**config.mk**
```make
export PLATFORM = sky130hd
export DESIGN_NAME = rr_token_arbiter_flat
export DESIGN_NICKNAME = d
export VERILOG_FILES = /design/src/rtl/rr_token_arbiter_pkg.sv /design/src/rtl/rr_token_arbiter_if.sv /design/src/rtl/arb_onehot_enc.sv /design/src/rtl/rr_token_arbiter.sv /design/src/flat_wrapper.sv
export SDC_FILE = /design/constraint.sdc
export NUM_CORES = 1
export LEC_CHECK = 0
export CAP_MARGIN = 40
export CORE_UTILIZATION = 43
export CTS_BUF_LIST = sky130_fd_sc_hd__clkbuf_8
export DETAILED_ROUTE_END_ITERATION = 10
export DONT_BUFFER_PORTS = 1
export SYNTH_ARGS = -nofsm -noshare
export SYNTH_HDL_FRONTEND = slang
export SYNTH_SLANG_ARGS = --single-unit
```
**constraint.sdc**
```tcl
create_clock -name CLK -period 5.7 [get_ports CLK]
set_input_delay 0.57 -clock CLK [delete_from_list [all_inputs] [get_ports CLK]]
set_output_delay 0.57 -clock CLK [all_outputs]
set_load 0.005 [all_outputs]
```
**src/rtl/rr_token_arbiter_pkg.sv**
```systemverilog
// Shared types and constants for the 16-way round-robin token arbiter.
package rr_token_arbiter_pkg;

    localparam int unsigned N   = 16;
    localparam int unsigned IDW = 4;

    typedef enum logic {
        StIdle  = 1'b0,
        StGrant = 1'b1
    } state_e;

    // Token starts on requester 0 (index 0 is the leftmost bit of a [0:N-1] vector).
    localparam logic [0:N-1] PTR_RST = {1'b1, {(N - 1){1'b0}}};

    // Move a one-hot token from bit i to bit i+1, wrapping N-1 back to 0.
    function automatic logic [0:N-1] rotate_up(input logic [0:N-1] v);
        return {v[N-1], v[0:N-2]};
    endfunction

endpackage

```
**src/rtl/rr_token_arbiter_if.sv**
```systemverilog
// Request/grant bundle between the requester bank and the arbiter.
interface rr_token_arbiter_if;
    import rr_token_arbiter_pkg::*;

    logic [0:N-1]   REQ;
    logic           DONE;
    logic [0:N-1]   GNT;
    logic [IDW-1:0] GNT_ID;
    logic           GNT_VLD;
    logic           TIMEOUT;

    // master: arbiter side; slave: requester / resource side.
    modport master (
        input  REQ,
        input  DONE,
        output GNT,
        output GNT_ID,
        output GNT_VLD,
        output TIMEOUT
    );

    modport slave (
        output REQ,
        output DONE,
        input  GNT,
        input  GNT_ID,
        input  GNT_VLD,
        input  TIMEOUT
    );

endinterface

```
**src/rtl/arb_onehot_enc.sv**
```systemverilog
// Combinational one-hot to binary OR-encoder.
module arb_onehot_enc
    import rr_token_arbiter_pkg::*;
(
    input  logic [0:N-1]   onehot,
    output logic [IDW-1:0] idx
);

    always_comb begin
        idx = '0;
        for (int i = 0; i < N; i++) begin
            if (onehot[i]) begin
                idx = idx | IDW'(i);
            end
        end
    end

endmodule

```
**src/rtl/rr_token_arbiter.sv**
```systemverilog
// Round-robin arbiter with a rotating one-hot priority token and held grants.
// Optional forced release after MAX_HOLD cycles when ARB_TIMEOUT_EN is defined.
module rr_token_arbiter
    import rr_token_arbiter_pkg::*;
#(
    parameter int unsigned MAX_HOLD = 8
) (
    input  logic               CLK,
    input  logic               RST,
    rr_token_arbiter_if.master bus
);

    state_e         state_q, state_d;
    logic [0:N-1]   ptr_q, ptr_d;
    logic [0:N-1]   gnt_q, gnt_d;
    logic [IDW-1:0] gnt_id_q, gnt_id_d;
    logic           vld_q, vld_d;
    logic           timeout_q, timeout_d;

    logic [0:N-1]   req;
    logic [IDW-1:0] ptr_idx;
    logic [0:N-1]   next_gnt;
    logic [IDW-1:0] next_id;
    logic           release_req;

    assign req = bus.REQ;

    arb_onehot_enc u_ptr_enc (
        .onehot (ptr_q),
        .idx    (ptr_idx)
    );

    arb_onehot_enc u_gnt_enc (
        .onehot (next_gnt),
        .idx    (next_id)
    );

    // Walk downward from the farthest offset so the nearest requester at or after the token wins.
    always_comb begin
        logic [IDW-1:0] cand;
        cand     = '0;
        next_gnt = '0;
        for (int k = N - 1; k >= 0; k--) begin
            cand = ptr_idx + IDW'(k);
            if (req[cand]) begin
                next_gnt       = '0;
                next_gnt[cand] = 1'b1;
            end
        end
    end

    assign release_req = bus.DONE || !(|(req & gnt_q));

`ifdef ARB_TIMEOUT_EN
    logic [7:0] hold_q, hold_d;
    logic       hold_expired;

    assign hold_expired = (hold_q == 8'(MAX_HOLD - 1));
`else
    logic unused_max_hold;
    assign unused_max_hold = (MAX_HOLD != 0);
`endif

    always_comb begin
        state_d   = state_q;
        ptr_d     = ptr_q;
        gnt_d     = gnt_q;
        gnt_id_d  = gnt_id_q;
        vld_d     = vld_q;
        timeout_d = 1'b0;
`ifdef ARB_TIMEOUT_EN
        hold_d    = '0;
`endif
        unique case (state_q)
            StIdle: begin
                if (|req) begin
                    gnt_d    = next_gnt;
                    gnt_id_d = next_id;
                    vld_d    = 1'b1;
                    state_d  = StGrant;
                end
            end
            StGrant: begin
`ifdef ARB_TIMEOUT_EN
                if (release_req || hold_expired) begin
                    timeout_d = !release_req;
`else
                if (release_req) begin
`endif
                    gnt_d    = '0;
                    gnt_id_d = '0;
                    vld_d    = 1'b0;
                    ptr_d    = rotate_up(gnt_q);
                    state_d  = StIdle;
                end
`ifdef ARB_TIMEOUT_EN
                else begin
                    hold_d = hold_q + 8'd1;
                end
`endif
            end
            default: state_d = StIdle;
        endcase
    end

    always_ff @(posedge CLK) begin
        if (RST) begin
            state_q   <= StIdle;
            ptr_q     <= PTR_RST;
            gnt_q     <= '0;
            gnt_id_q  <= '0;
            vld_q     <= 1'b0;
            timeout_q <= 1'b0;
        end else begin
            state_q   <= state_d;
            ptr_q     <= ptr_d;
            gnt_q     <= gnt_d;
            gnt_id_q  <= gnt_id_d;
            vld_q     <= vld_d;
            timeout_q <= timeout_d;
        end
    end

`ifdef ARB_TIMEOUT_EN
    always_ff @(posedge CLK) begin
        if (RST) begin
            hold_q <= '0;
        end else begin
            hold_q <= hold_d;
        end
    end
`endif

    assign bus.GNT     = gnt_q;
    assign bus.GNT_ID  = gnt_id_q;
    assign bus.GNT_VLD = vld_q;
    assign bus.TIMEOUT = timeout_q;

endmodule

```
**src/flat_wrapper.sv**
```systemverilog
// flat-port wrapper written by rule: the top's interface ports become plain ports
module rr_token_arbiter_flat import rr_token_arbiter_pkg::*;
#(
    parameter int unsigned MAX_HOLD = 8
)
  (CLK, RST, bus_REQ, bus_DONE, bus_GNT, bus_GNT_ID, bus_GNT_VLD, bus_TIMEOUT);
  rr_token_arbiter_if bus_i ();
  input  logic CLK;
  input  logic RST;
  input wire logic [$bits(bus_i.REQ)-1:0] bus_REQ;
  input wire logic [$bits(bus_i.DONE)-1:0] bus_DONE;
  output wire logic [$bits(bus_i.GNT)-1:0] bus_GNT;
  output wire logic [$bits(bus_i.GNT_ID)-1:0] bus_GNT_ID;
  output wire logic [$bits(bus_i.GNT_VLD)-1:0] bus_GNT_VLD;
  output wire logic [$bits(bus_i.TIMEOUT)-1:0] bus_TIMEOUT;
  assign bus_i.REQ = bus_REQ;
  assign bus_i.DONE = bus_DONE;
  assign bus_GNT = bus_i.GNT;
  assign bus_GNT_ID = bus_i.GNT_ID;
  assign bus_GNT_VLD = bus_i.GNT_VLD;
  assign bus_TIMEOUT = bus_i.TIMEOUT;
  rr_token_arbiter #(.MAX_HOLD(MAX_HOLD)) u_core (.CLK(CLK), .RST(RST), .bus(bus_i));
endmodule
```
==> flow_metrics.tcl <==
set metrics [dict create \
    fp.dieW_um 129 \
    rrSetupSlack_ns 0.35 \
    grtUsageTotal_pct 42.9 \
    multiInputGateArea_mm2 0.00572 \
    setup_viol 0 \
    grt_max_degree 39 \
    cp_num_buf_inv 2 \
    clkTransAtPathRegs_ns 0.07 \
    gp_congestion 1.01 \
    drc 0 \
    finalHoldViolCount 0 \
    clk-insertion-delay-late_ns 0.30 \
    synth-warning-count 0 \
    seq_area_frac_synth_pct 10.7 \
    syn_avg_cell_area_um2 6.84 \
    rsz0062_at_grt "no" \
    final_layout_size_suffix_gt1_share_pct 12.9 \
    fin_skew_ns 0.00725 \
    synth_cell_types 101 \
    dpl.hpwl_mm 27.3 \
    routed_via_density 7.60 \
    drv_slew 0 \
    n_antenna_cell 0 \
    drt_iter0_markers 1818 \
    synthTopCellsByArea "dfxtp_1, nand2_1, nand3_1, a21oi_1, nor2_1" \
    cts_buffers 5 \
    reg2reg_to "u_core.bus.GNT_ID[2]$_SDFFE_PP0P_" \
    synth_enable_flop_cells 0 \
    synth_ff_type "dfxtp_1" \
    htreeDepth 2 \
    r2r-start "u_core.ptr_q[7]$_SDFFE_PP0P_" \
    synth.cell_area_mm2 0.00694 \
    core_area_mm2 0.0158 \
    syn_nets 1048 \
    maxCapViolations 0 \
    grt_overflow 0 \
    placementRows 46 \
    slew_headroom_pct 39.5 \
    vias 9100 \
    cp-start-kind "flop" \
    seqCellArea_um2 741 \
    synthMostInstantiatedCell "nand2_1" \
    die_y_um 129 \
    root_buffer "clkbuf_8" \
    initial_core_util_pct 43.8 \
    endpoint_kind "flop" \
    path_cells "or4_4, nor2_8, inv_2, ha_1, inv_1, nand3_2, and2_1, o2111ai_1, and4_1, o21ai_0, nor4_1, a31o_1, o311ai_0, a21oi_1, nand4_1, o31a_1" \
    n_fill_cell 1666 \
    antenna_found_initial 0 \
    ys_ff_latch 37 \
    hold_end "u_core.bus.GNT[10]$_SDFFE_PP0P_" \
    drtPass1Iterations 6 \
    cp_data_arrival_time_ns 5.54 \
    area_delta_synth_final_pct 4.44 \
    cts_tree "yes" \
    hold_start "RST" \
    grt_pass1_wl_mm 52.9 \
    period_needed_ns 5.35 \
    cts_hold_buf 0 \
    crit_slowest_cell "or4_4" \
    max_stage_delay_ns 0.74 \
    io_buffers 0 \
    max_freq_mhz 187 \
    required_ns 5.89 \
    finalCritPeriodShare_pct 93.9 \
    grt_pass1_vias 7920 \
    wirelength_mm 35.9 \
    ys_async_sr_fraction_pct 0 \
    dieArea_mm2 0.0166 \
    crit_type "reg2reg" \
    clkSinkCount 37 \
    nNetsFinal 1014 \
    ff2ff_path_depth 16 \
    synth_top_area_share_pct 10.7 \
    fin_setup_tns_ns 0 \
    yosysTopAreaCell "dfxtp_1" \
    path_max_fanout 23 \
    clockBufferDepth 2 \
    hp-class "in2reg" \
    status "finished, final reports clean" \
    min_path_cells 1 \
    antenna_left 0 \
    crit_family "simple AND/OR/NAND/NOR gates" \
    synth_cells 1014 \
    wl_per_cell_um 30.0 \
    synth_commonest_cells "nand2_1, nor2_1, nand3_1" \
    worstMarginPinSlew_ns 0.908 \
    io_pins 41 \
]
-- kinds of logic (layout without fill, tap and decap cells) --
group	after synthesis	in the layout	share of synthesized area, %
xor gates and xnor gates	4	4	0.613
adders and majority gates	15	15	2.71
and+or+nand+nor	486	486	36.3
other	1	1	0.0541
DFF	37	37	10.7
buffers and inverters	101	68	7.45
muxes	32	32	6.10
AOI/OAI and AO/OA	338	338	36.1
-- registers in the layout, summed over array words and instances (netlist names) --
name	cells
u_core.bus.GNT_ID	4
u_core.ptr_q	15
u_core.bus.GNT	16
u_core.state_q	1
u_core.bus.GNT_VLD	1
-- routing by layer --
layer | vias up | share of wire, % | track usage (%) | wire, µm
met2 | 841 | 41 | 63.6 | 14900
met4 | 0 | 4.1 | 15.2 | 1480
met1 | 4283 | 41 | 59.6 | 14600
met5 | - | 0 | 0 | 0
met3 | 127 | 14 | 11.5 | 4970
li1 | 3849 | - | - | -
-- cell type report --
class                   instances  area share, %
multi-input cells             876           79.0
flip-flops and latches         37           10.2
repair buffers                 43           4.56
well taps                     216           3.73
clock buffers                   6           1.14
inverters                      17          0.932
clock inverters                 2          0.466
-- through the flow --
stage / cell area (µm²) / worst slack [ns] / util, % / instances / hold slack (ns)
floorplan: 6940 / 1.29 / - / 1014 / 0.446
global placement: 7060 / 0.0646 / 44.6 / 1184 / 0.462
detailed placement: 7090 / 0.129 / 44.8 / 1188 / 0.462
CTS: 7210 / 0.128 / 45.6 / 1196 / 0.326
global route: 7250 / 0.0794 / 45.8 / 1197 / 0.326
finish: 7250 / 0.348 / 45.8 / 1197 / 0.331
-- worst max path at each step --
stage | from | slack [ns] | cells after the start | to
finish | u_core.ptr_q[7]$_SDFFE_PP0P_ | 0.35 | 16 | u_core.bus.GNT_ID[2]$_SDFFE_PP0P_
global route | u_core.ptr_q[7]$_SDFFE_PP0P_ | 0.08 | 16 | u_core.bus.GNT_ID[2]$_SDFFE_PP0P_
CTS | u_core.ptr_q[7]$_SDFFE_PP0P_ | 0.13 | 14 | u_core.bus.GNT_ID[1]$_SDFFE_PP0P_
detailed placement | u_core.ptr_q[7]$_SDFFE_PP0P_ | 0.13 | 15 | u_core.bus.GNT_ID[0]$_SDFFE_PP0P_
global placement | u_core.ptr_q[15]$_SDFFE_PP0P_ | 0.06 | 16 | u_core.bus.GNT_ID[2]$_SDFFE_PP0P_
floorplan | u_core.ptr_q[15]$_SDFFE_PP0P_ | 1.29 | 21 | u_core.bus.GNT_ID[2]$_SDFFE_PP0P_
-- repair_timing --
action,4_1_cts,5_1_grt
setup endpoints to repair,0,10
setup buffers,0,1
gates resized for setup,0,3
-- layout by cell type, fill, tap and decap left out, drive strengths merged, types with 22 or more instances in the layout --
cell type,netlist,final
nor3,25,25
a21oi,83,83
and2,25,25
mux2i,22,22
buf,47,43
nand3,95,95
dfxtp,37,37
nand4,23,23
nand2,143,143
o21ai,55,55
nor2,97,97
a22oi,22,22
Power is not shown: default switching activity piles up to over one toggle a cycle in this logic, so the estimate is an artifact.
